**src/rtl/spi_arbiter.sv**
```systemverilog
// spi_arbiter: round-robin share of one spi_master among NREQ requesters; optional WAIT timeout via SPI_ARB_TIMEOUT_EN
module spi_arbiter #(
    parameter int NREQ     = 4,
    parameter int SS_SETUP = 2,
    parameter int SS_HOLD  = 2,
    parameter int TIMEOUT  = 1024
) (
    input  logic              clk,
    input  logic              rst,
    input  logic [NREQ-1:0]   req,
    input  logic [8*NREQ-1:0] req_tdat,
    input  logic [2*NREQ-1:0] req_cdiv,
    input  logic [NREQ-1:0]   req_mlb,
    output logic [NREQ-1:0]   gnt,
    output logic [NREQ-1:0]   ack,
    output logic [7:0]        rsp_rdata,
    output logic              err,
    output logic [NREQ-1:0]   ss_n,
    output logic              m_start,
    output logic [7:0]        m_tdat,
    output logic [1:0]        m_cdiv,
    output logic              m_mlb,
    input  logic              m_done,
    input  logic [7:0]        m_rdata
);
    localparam int W = $clog2(NREQ);
    localparam int CW = $clog2((SS_SETUP > SS_HOLD ? SS_SETUP : SS_HOLD) + 1);
    localparam logic [W:0] NR = (W+1)'(NREQ);

    typedef enum logic [2:0] {IDLE, SETUP, START, WAIT, HOLD, RESP} state_t;

    state_t          state_q, state_d;
    logic [CW-1:0]   cnt_q, cnt_d;
    logic [W-1:0]    ptr_q, ptr_d, idx_q, idx_d, off, win;
    logic [W:0]      sum;
    logic [NREQ-1:0] rot, gnt_q, gnt_d;
    logic [7:0]      tdat_q, tdat_d, rdata_q, rdata_d;
    logic [1:0]      cdiv_q, cdiv_d;
    logic            mlb_q, mlb_d, done_q;
`ifdef SPI_ARB_TIMEOUT_EN
    logic [15:0]     to_q, to_d;
    logic            err_q, err_d;
`endif

    // Rotate requests so ptr sits at bit 0, take the lowest set bit, then map back
    always_comb begin
        rot = NREQ'({req, req} >> ptr_q);
        off = '0;
        for (int k = NREQ - 1; k >= 0; k--)
            if (rot[k]) off = k[W-1:0];
        sum = {1'b0, ptr_q} + {1'b0, off};
        win = (sum >= NR) ? W'(sum - NR) : sum[W-1:0];
    end

    // Transfer sequencing: grant, ss setup, start strobe, wait for done, ss hold, acknowledge
    always_comb begin
        state_d = state_q;
        cnt_d   = cnt_q;
        ptr_d   = ptr_q;
        idx_d   = idx_q;
        gnt_d   = gnt_q;
        tdat_d  = tdat_q;
        cdiv_d  = cdiv_q;
        mlb_d   = mlb_q;
        rdata_d = rdata_q;
`ifdef SPI_ARB_TIMEOUT_EN
        to_d    = '0;
        err_d   = err_q;
`endif
        case (state_q)
            IDLE: if (|req) begin
                state_d = SETUP;
                idx_d   = win;
                gnt_d   = NREQ'(1) << win;
                tdat_d  = req_tdat[8*win +: 8];
                cdiv_d  = req_cdiv[2*win +: 2];
                mlb_d   = req_mlb[win];
                cnt_d   = CW'(SS_SETUP - 1);
            end
            SETUP: if (cnt_q == '0) state_d = START; else cnt_d = cnt_q - 1'b1;
            START: state_d = WAIT;
            WAIT: begin
`ifdef SPI_ARB_TIMEOUT_EN
                to_d = to_q + 16'd1;
`endif
                if (m_done && !done_q) begin
                    rdata_d = m_rdata;
                    cnt_d   = CW'(SS_HOLD - 1);
                    state_d = HOLD;
`ifdef SPI_ARB_TIMEOUT_EN
                    err_d   = 1'b0;
                end else if (to_q == 16'(TIMEOUT - 1)) begin
                    rdata_d = 8'hFF;
                    err_d   = 1'b1;
                    cnt_d   = CW'(SS_HOLD - 1);
                    state_d = HOLD;
`endif
                end
            end
            HOLD: if (cnt_q == '0) state_d = RESP; else cnt_d = cnt_q - 1'b1;
            RESP: begin
                state_d = IDLE;
                gnt_d   = '0;
                ptr_d   = (idx_q == W'(NREQ - 1)) ? '0 : idx_q + 1'b1;
            end
            default: state_d = IDLE;
        endcase
    end

    // State and datapath registers
    always_ff @(posedge clk) begin
        if (rst) begin
            state_q <= IDLE;
            cnt_q   <= '0;
            ptr_q   <= '0;
            idx_q   <= '0;
            gnt_q   <= '0;
            tdat_q  <= 8'hFF;
            cdiv_q  <= '0;
            mlb_q   <= 1'b0;
            rdata_q <= 8'hFF;
            done_q  <= 1'b0;
`ifdef SPI_ARB_TIMEOUT_EN
            to_q    <= '0;
            err_q   <= 1'b0;
`endif
        end else begin
            state_q <= state_d;
            cnt_q   <= cnt_d;
            ptr_q   <= ptr_d;
            idx_q   <= idx_d;
            gnt_q   <= gnt_d;
            tdat_q  <= tdat_d;
            cdiv_q  <= cdiv_d;
            mlb_q   <= mlb_d;
            rdata_q <= rdata_d;
            done_q  <= m_done;
`ifdef SPI_ARB_TIMEOUT_EN
            to_q    <= to_d;
            err_q   <= err_d;
`endif
        end
    end

    assign gnt       = gnt_q;
    assign ack       = (state_q == RESP) ? gnt_q : '0;
    assign ss_n      = (state_q inside {SETUP, START, WAIT, HOLD}) ? ~gnt_q : '1;
    assign m_start   = (state_q == START);
    assign m_tdat    = tdat_q;
    assign m_cdiv    = cdiv_q;
    assign m_mlb     = mlb_q;
    assign rsp_rdata = rdata_q;
`ifdef SPI_ARB_TIMEOUT_EN
    assign err       = err_q;
`else
    assign err       = 1'b0;
`endif
endmodule

```
**config.mk**
```make
export PLATFORM = sky130hd
export DESIGN_NAME = spi_arbiter
export DESIGN_NICKNAME = d
export VERILOG_FILES = /design/src/rtl/spi_arbiter.sv
export SDC_FILE = /design/constraint.sdc
export NUM_CORES = 1
export LEC_CHECK = 0
export BUFFER_PORTS_ARGS = -buffer_cell sky130_fd_sc_hd__clkbuf_2
export CAP_MARGIN = 0
export CORE_UTILIZATION = 45
export CTS_CLUSTER_DIAMETER = 60
export DETAILED_ROUTE_END_ITERATION = 12
export GPL_TIMING_DRIVEN = 1
export PLACE_DENSITY = 0.87
export REMOVE_ABC_BUFFERS = 1
export SETUP_SLACK_MARGIN = 0.02
export SYNTH_ARGS = -nofsm -noshare
export SYNTH_HDL_FRONTEND = slang
export SYNTH_SLANG_ARGS = --single-unit
export TNS_END_PERCENT = 20
```
**constraint.sdc**
```tcl
create_clock -name clk -period 3.7 [get_ports clk]
set_input_delay 0 -clock clk [delete_from_list [all_inputs] [get_ports clk]]
set_output_delay 0 -clock clk [all_outputs]
set_load 0.03 [all_outputs]
```
# --- After elaboration in Yosys (flattened, before gate mapping) ---
# Cells that the tools add are included.
word_totals:
  register_bits: 33
  input_bits: 59
  word_cells: 67
op_classes:
  add_sub_neg: 4
  n_lt_le_gt_ge: 2
  eq_ne: 11
  shifts: 4
  n_mux: 21
  bitwise: 1
  n_reduce_logical: 14
ops:
  columns: ["operator", "n"]
  rows:
  - ["$shiftx 32x6->8", 1]
  - ["$mux 2", 9]
  - ["$pmux 3 s5", 1]
  - ["$mux 3", 4]
  - ["$mux 4", 3]
  - ["$ne 2x2->1 const B", 5]
  - ["$pmux 4 s2", 1]
  - ["$reduce_and 4->1", 2]
  - ["$shiftx 8x4->2", 1]
  - ["$shr 8x2->4", 1]
  - ["$eq 3x2->1 const B", 2]
  - ["$eq 3x3->1 const B", 2]
  - ["$pmux 2 s3", 1]
  - ["$reduce_and 2->1", 3]
  - ["$not 4->4", 1]
  - ["$reduce_bool 4->1", 1]
  - ["$reduce_or 4->1", 1]
  - ["$shl 1x2->4 const A", 1]
  - ["$sub 2x1->2 const B", 2]
  - ["$add 2x2->3", 1]
  - ["$eq 3x1->1 const B", 1]
  - ["$ge 3x3->1 const B", 1]
  - ["$logic_not 3->1", 1]
  - ["$lt 2x3->1 const B", 1]
  - ["other kinds (10)", 10]

# --- Logic depth before layout (Yosys ltp) ---
logic_depth:
  ltp_word: 11
  depth_mapped: 10

# --- Least setup slack after synthesis ---
# OpenSTA, ideal clock, no wires.
synth_path:
  path_kind: "register to register"
  start: "reg ptr_q[0]"
  end: "reg tdat_q[4] (netlist: m_tdat[4])"
  setup_ns: 0.115
  arrival_time_ns: 2.621
  setup_slack_ns: 0.964
  path_stages_with_launch: 9
  path_buffers: 3
  synth_period_minus_slack_ns: 2.736
  path_cell_list: "dfxtp_1 -> clkbuf_8 -> or4_1 -> o211ai_1 -> ha_1 -> clkbuf_1 -> clkbuf_1 -> mux4_1 -> a21bo_2"
synth_between:
  elab_chain_cells: 9
  elab_cells_between_ends: 10
  cone_classes: "2 x add/sub; 1 x order compare; 2 x shift; 5 x mux"
synth_rtl:
  columns: ["element", "line_no", "rtl"]
  rows:
  - ["start, declared", "34", "logic [W-1:0] ptr_q, ptr_d, idx_q, idx_d, off, win;"]
  - ["start signal, assigned", "130", "ptr_q <= ptr_d;"]
  - ["$shr 8x2->4", "47", "rot = NREQ'({req, req} >> ptr_q);"]
  - ["$mux 2 (4 in series)", "50", "if (rot[k]) off = k[W-1:0];"]
  - ["$add 2x2->3 *", "51", "sum = {1'b0, ptr_q} + {1'b0, off};"]
  - ["named net sum[0]", "35", "logic [W:0] sum;"]
  - ["$ge 3x3->1 or $sub 2x1->2 (tied branches)", "52", "win = (sum >= NR) ? W'(sum - NR) : sum[W-1:0];"]
  - ["$mux 2 *", "52", null]
  - ["$shiftx 32x6->8 *", "75", "tdat_d = req_tdat[8*win +: 8];"]
  - ["end signal, assigned", "133", "tdat_q <= tdat_d;"]
  - ["end, declared", "37", "logic [7:0] tdat_q, tdat_d, rdata_q, rdata_d;"]
# Mark *: on every way through the listed nets, which the timed path passes. The rest lies on a longest branch.
# A chain may end at the register's enable or synchronous reset.

# --- Worst setup path after layout ---
layout_path:
  start: "reg ptr_q[0]"
  end: "reg tdat_q[7] (netlist: m_tdat[7])"
layout_between:
  elab_chain_cells: 9
  elab_cells_between_ends: 10
  cone_classes: "2 x add/sub; 1 x order compare; 2 x shift; 5 x mux"
layout_rtl:
  columns: ["element", "line_no"]
  rows:
  - ["$shr 8x2->4", "47"]
  - ["$mux 2 (4 in series)", "50"]
  - ["$add 2x2->3 *", "51"]
  - ["$ge 3x3->1 or $sub 2x1->2 (tied branches)", "52"]
  - ["$mux 2 *", "52"]
  - ["$shiftx 32x6->8 *", "75"]
# Mark *: on every way between the ends. The rest lies on a longest branch, timed or not.

==> summary.txt <==
Place
  • PortBufs: 90
  • Cell Area, Placed: 2340 um2
  • Hpwl dp: 3310 um
  • GPL Wtd Cong: 0.783
  • Placed Cells: 319

Layout
  • FF/Latch Area: 661 um2
  • Share of cells above drive strength 1: 38.9%
  • Commonest non-fill, non-tap cell in the layout: clkbuf_2
  • Most frequent cells in the layout: 90 x clkbuf_2, 33 x dfxtp_1, 18 x nor2_1
  • Final cell count without fillers: 335
  • Final #Nets: 347
  • Fillers: 349
  • Layout Cell Area excl Fill: 2520 um2
  • ANT cells: 0
  • Multi-input gate area: 1140 um2
  • Area Overhead vs Synth: 31.0%

Floorplan
  • Core area: 4060 um2
  • Die X: 67.4 um
  • Chip Height: 67.4 um
  • DIE AREA: 4540 um2
  • Initial Util: 47.4%
  • Rows: 23
  • # IOs: 92

Critical path
  • Critical path type: register to register
  • CP Max Fanout: 16
  • Family with the most delay on the worst path: XOR/XNOR gates
  • CP max stage cell: xnor2_2
  • Required @ worst endpoint: 3.87 ns
  • Crit path capture type: register
  • Data arrival, critical path: 3.03 ns
  • Worst path cell trace: nor3_1, a311oi_1, o211ai_1, ha_1, xor2_1, xnor2_2, mux4_1, a21bo_2
  • WP buf/inv: 0
  • Nature of the critical path startpoint: register
  • Peak per-stage delay on the critical path: 0.65 ns

Drt
  • Met3 WL post-DR: 250 um
  • Met1 WL: 1880 um
  • Detail Route met2 WL: 2520 um
  • Initial DRT Pass Iterations: 4
  • Routed wire per std cell: 14.3 um
  • Avg Vias per Cell: 5.61
  • Via count: 1,880
  • Overall routed net length: 4780 um
  • DR top layer: met4
  • Post-route ant nets: 0
  • DRC Markers: 0
  • Iteration-0 DRC Markers: 68

Power
  • Power Total: 1040 uW
  • Worst IR Drop VDD: 365 uV
  • Pwr/cell area: 414 nW/um2
  • LEAKAGE: 0.00115 uW

Run
  • Number of max-cap violations: 0

STA
  • Period utilisation layout: 77.2%
  • Max Slew Vio Count: 0
  • Final setup TNS: 0 ns
  • RSZ-0062 raised after global routing: no
  • Fin crit period: 2.86 ns
  • Final setup vio count: 0
  • Worst Clk Skew: 0.00593 ns
  • Actual slew at the worst max-slew pin: 0.933 ns
  • Maximum clock frequency: 350 MHz
  • Final Hold Viols: 0
  • Worst slew margin: 37.5%
  • Hold slack: 0.121 ns

CTS
  • H-tree Lvls: 2
  • CTS tree: yes
  • CTS clk-pin slew, worst paths: 0.07 ns
  • Num CTS Buffers: 5
  • CTS sink cnt: 33
  • Post-CTS Setup Bufs: 0
  • Clk_lat worst skew: 0.28 ns
  • Root buffer cell: clkbuf_8
  • Post-CTS sizing: 0
  • Clock Path Buffers: 2

Yosys
  • Synth Area per Inst: 9.81 um2
  • Mapped Area: 1920 um2
  • Mapped Cells: 196
  • Unique masters post-synth: 45
  • Post-synth top flop: dfxtp_1
  • Yosys reg bits: 33
  • Ys Warns: 0
  • Post-synth EDFFs: 0
  • Sequential area share after synthesis: 34.4%
  • Fraction of registers with async set/reset: 0%

Run status
  • Status: complete, no violations

Global route
  • Overflow after GRT: 0
  • GRT Total Usage: 22.8%
  • Number of global-route vias before repair: 1,727
  • First-pass GRT wire length: 7510 um
  • Largest net degree at the start of global routing: 35
  • Initial antenna violation count: 0

Hold path
  • Worst Hold Class: input port to register
## area by class of cell
| type | instances | area share, % |
|---|---|---|
| Multi-Input combinational cell | 140 | 45.4 |
| Sequential cell | 33 | 26.2 |
| Timing Repair Buffer | 100 | 21.7 |
| Clock buffer | 7 | 3.43 |
| Tap cell | 50 | 2.48 |
| Inverter | 5 | 0.745 |
## what timing repair did
action                                 CTS  global route
hold buffers                             9             0
setup endpoints to repair                0             0
endpoints found under the hold margin    9             0
## synth_stat cells, types with 2 or more instances
master,instances,share of area (%)
a211o_1,8,3.6
a211oi_1,2,0.78
a21bo_1,2,1.0
a21bo_2,6,3.1
a21o_1,3,1.2
a21oi_1,17,4.4
a22oi_1,2,0.78
and2_1,4,1.3
buf_2,2,0.52
buf_6,3,1.8
clkbuf_1,10,2.0
dfxtp_1,33,34
ha_1,3,2.0
inv_1,5,0.98
mux4_1,11,15
nand2_1,10,2.0
nand2b_1,2,0.65
nand3_1,4,1.0
nand3b_1,2,0.78
nor2_1,18,3.5
nor2b_1,10,3.3
nor3_1,6,1.6
nor3b_1,5,2.0
nor4_1,2,0.65
o211ai_1,2,0.78
o21ai_0,2,0.52
or2_2,2,0.65
or4_1,2,0.78
xor2_1,2,0.91
## flip-flops by register name, indices dropped and copies added, names as in the netlist
name and flops:
cnt_q 2, done_q 1, gnt 4, idx_q 2, m_cdiv 2, m_mlb 1
m_tdat 8, ptr_q 2, rsp_rdata 8, state_q 3
## logic make-up after synthesis
| family | after synthesis | share of synthesized area, % |
|---|---|---|
| xor+xnor | 4 | 2.21 |
| simple gates | 69 | 19.2 |
| mux | 11 | 15.0 |
| other cells | 1 | 0.195 |
| compound gates | 52 | 20.6 |
| flops | 33 | 34.4 |
| buf+inv | 23 | 6.51 |
| fa+ha+maj | 3 | 1.95 |
## layer usage
metal	track usage (%)	up-vias
met5	0	-
met4	11.4	0
met3	5.91	16
met2	40.6	79
met1	24.7	884
li1	-	901
## metrics by stage
step / utilization (%) / worst slack (ns)
floorplan: - / 1.25
global placement: 57.8 / 0.974
detailed placement: 57.8 / 0.836
CTS: 62.1 / 0.822
global route: 62.1 / 0.604
finish: 62.1 / 0.843
## worst register-to-register path, delay by kind of cell (launching register included)
| kind | cells | cell delay, ns |
|---|---|---|
| compound gates | 3 | 0.60 |
| xor+xnor | 2 | 0.82 |
| fa+ha+maj | 1 | 0.21 |
| flops | 1 | 0.57 |
| mux | 1 | 0.43 |
| simple gates | 1 | 0.12 |
## where the power goes
group | internal (uW) | switching [uW]
clock | 147 | 123
combinational | 147 | 196
sequential | 397 | 32.0
total | 692 | 351
## final timing paths
| kind | slack (ns) | start | end | cells after the start |
|---|---|---|---|---|
| hold reg to reg | 0.49 | cnt_q[0] | cnt_q[0] | 2 |
| setup / recovery | 0.84 | ptr_q[0] | m_tdat[7] | 8 |
| setup reg to reg | 0.84 | ptr_q[0] | m_tdat[7] | 8 |
| hold / removal | 0.12 | req_cdiv[0] | m_cdiv[0] | 3 |
Power figures use the tool's default switching activity.
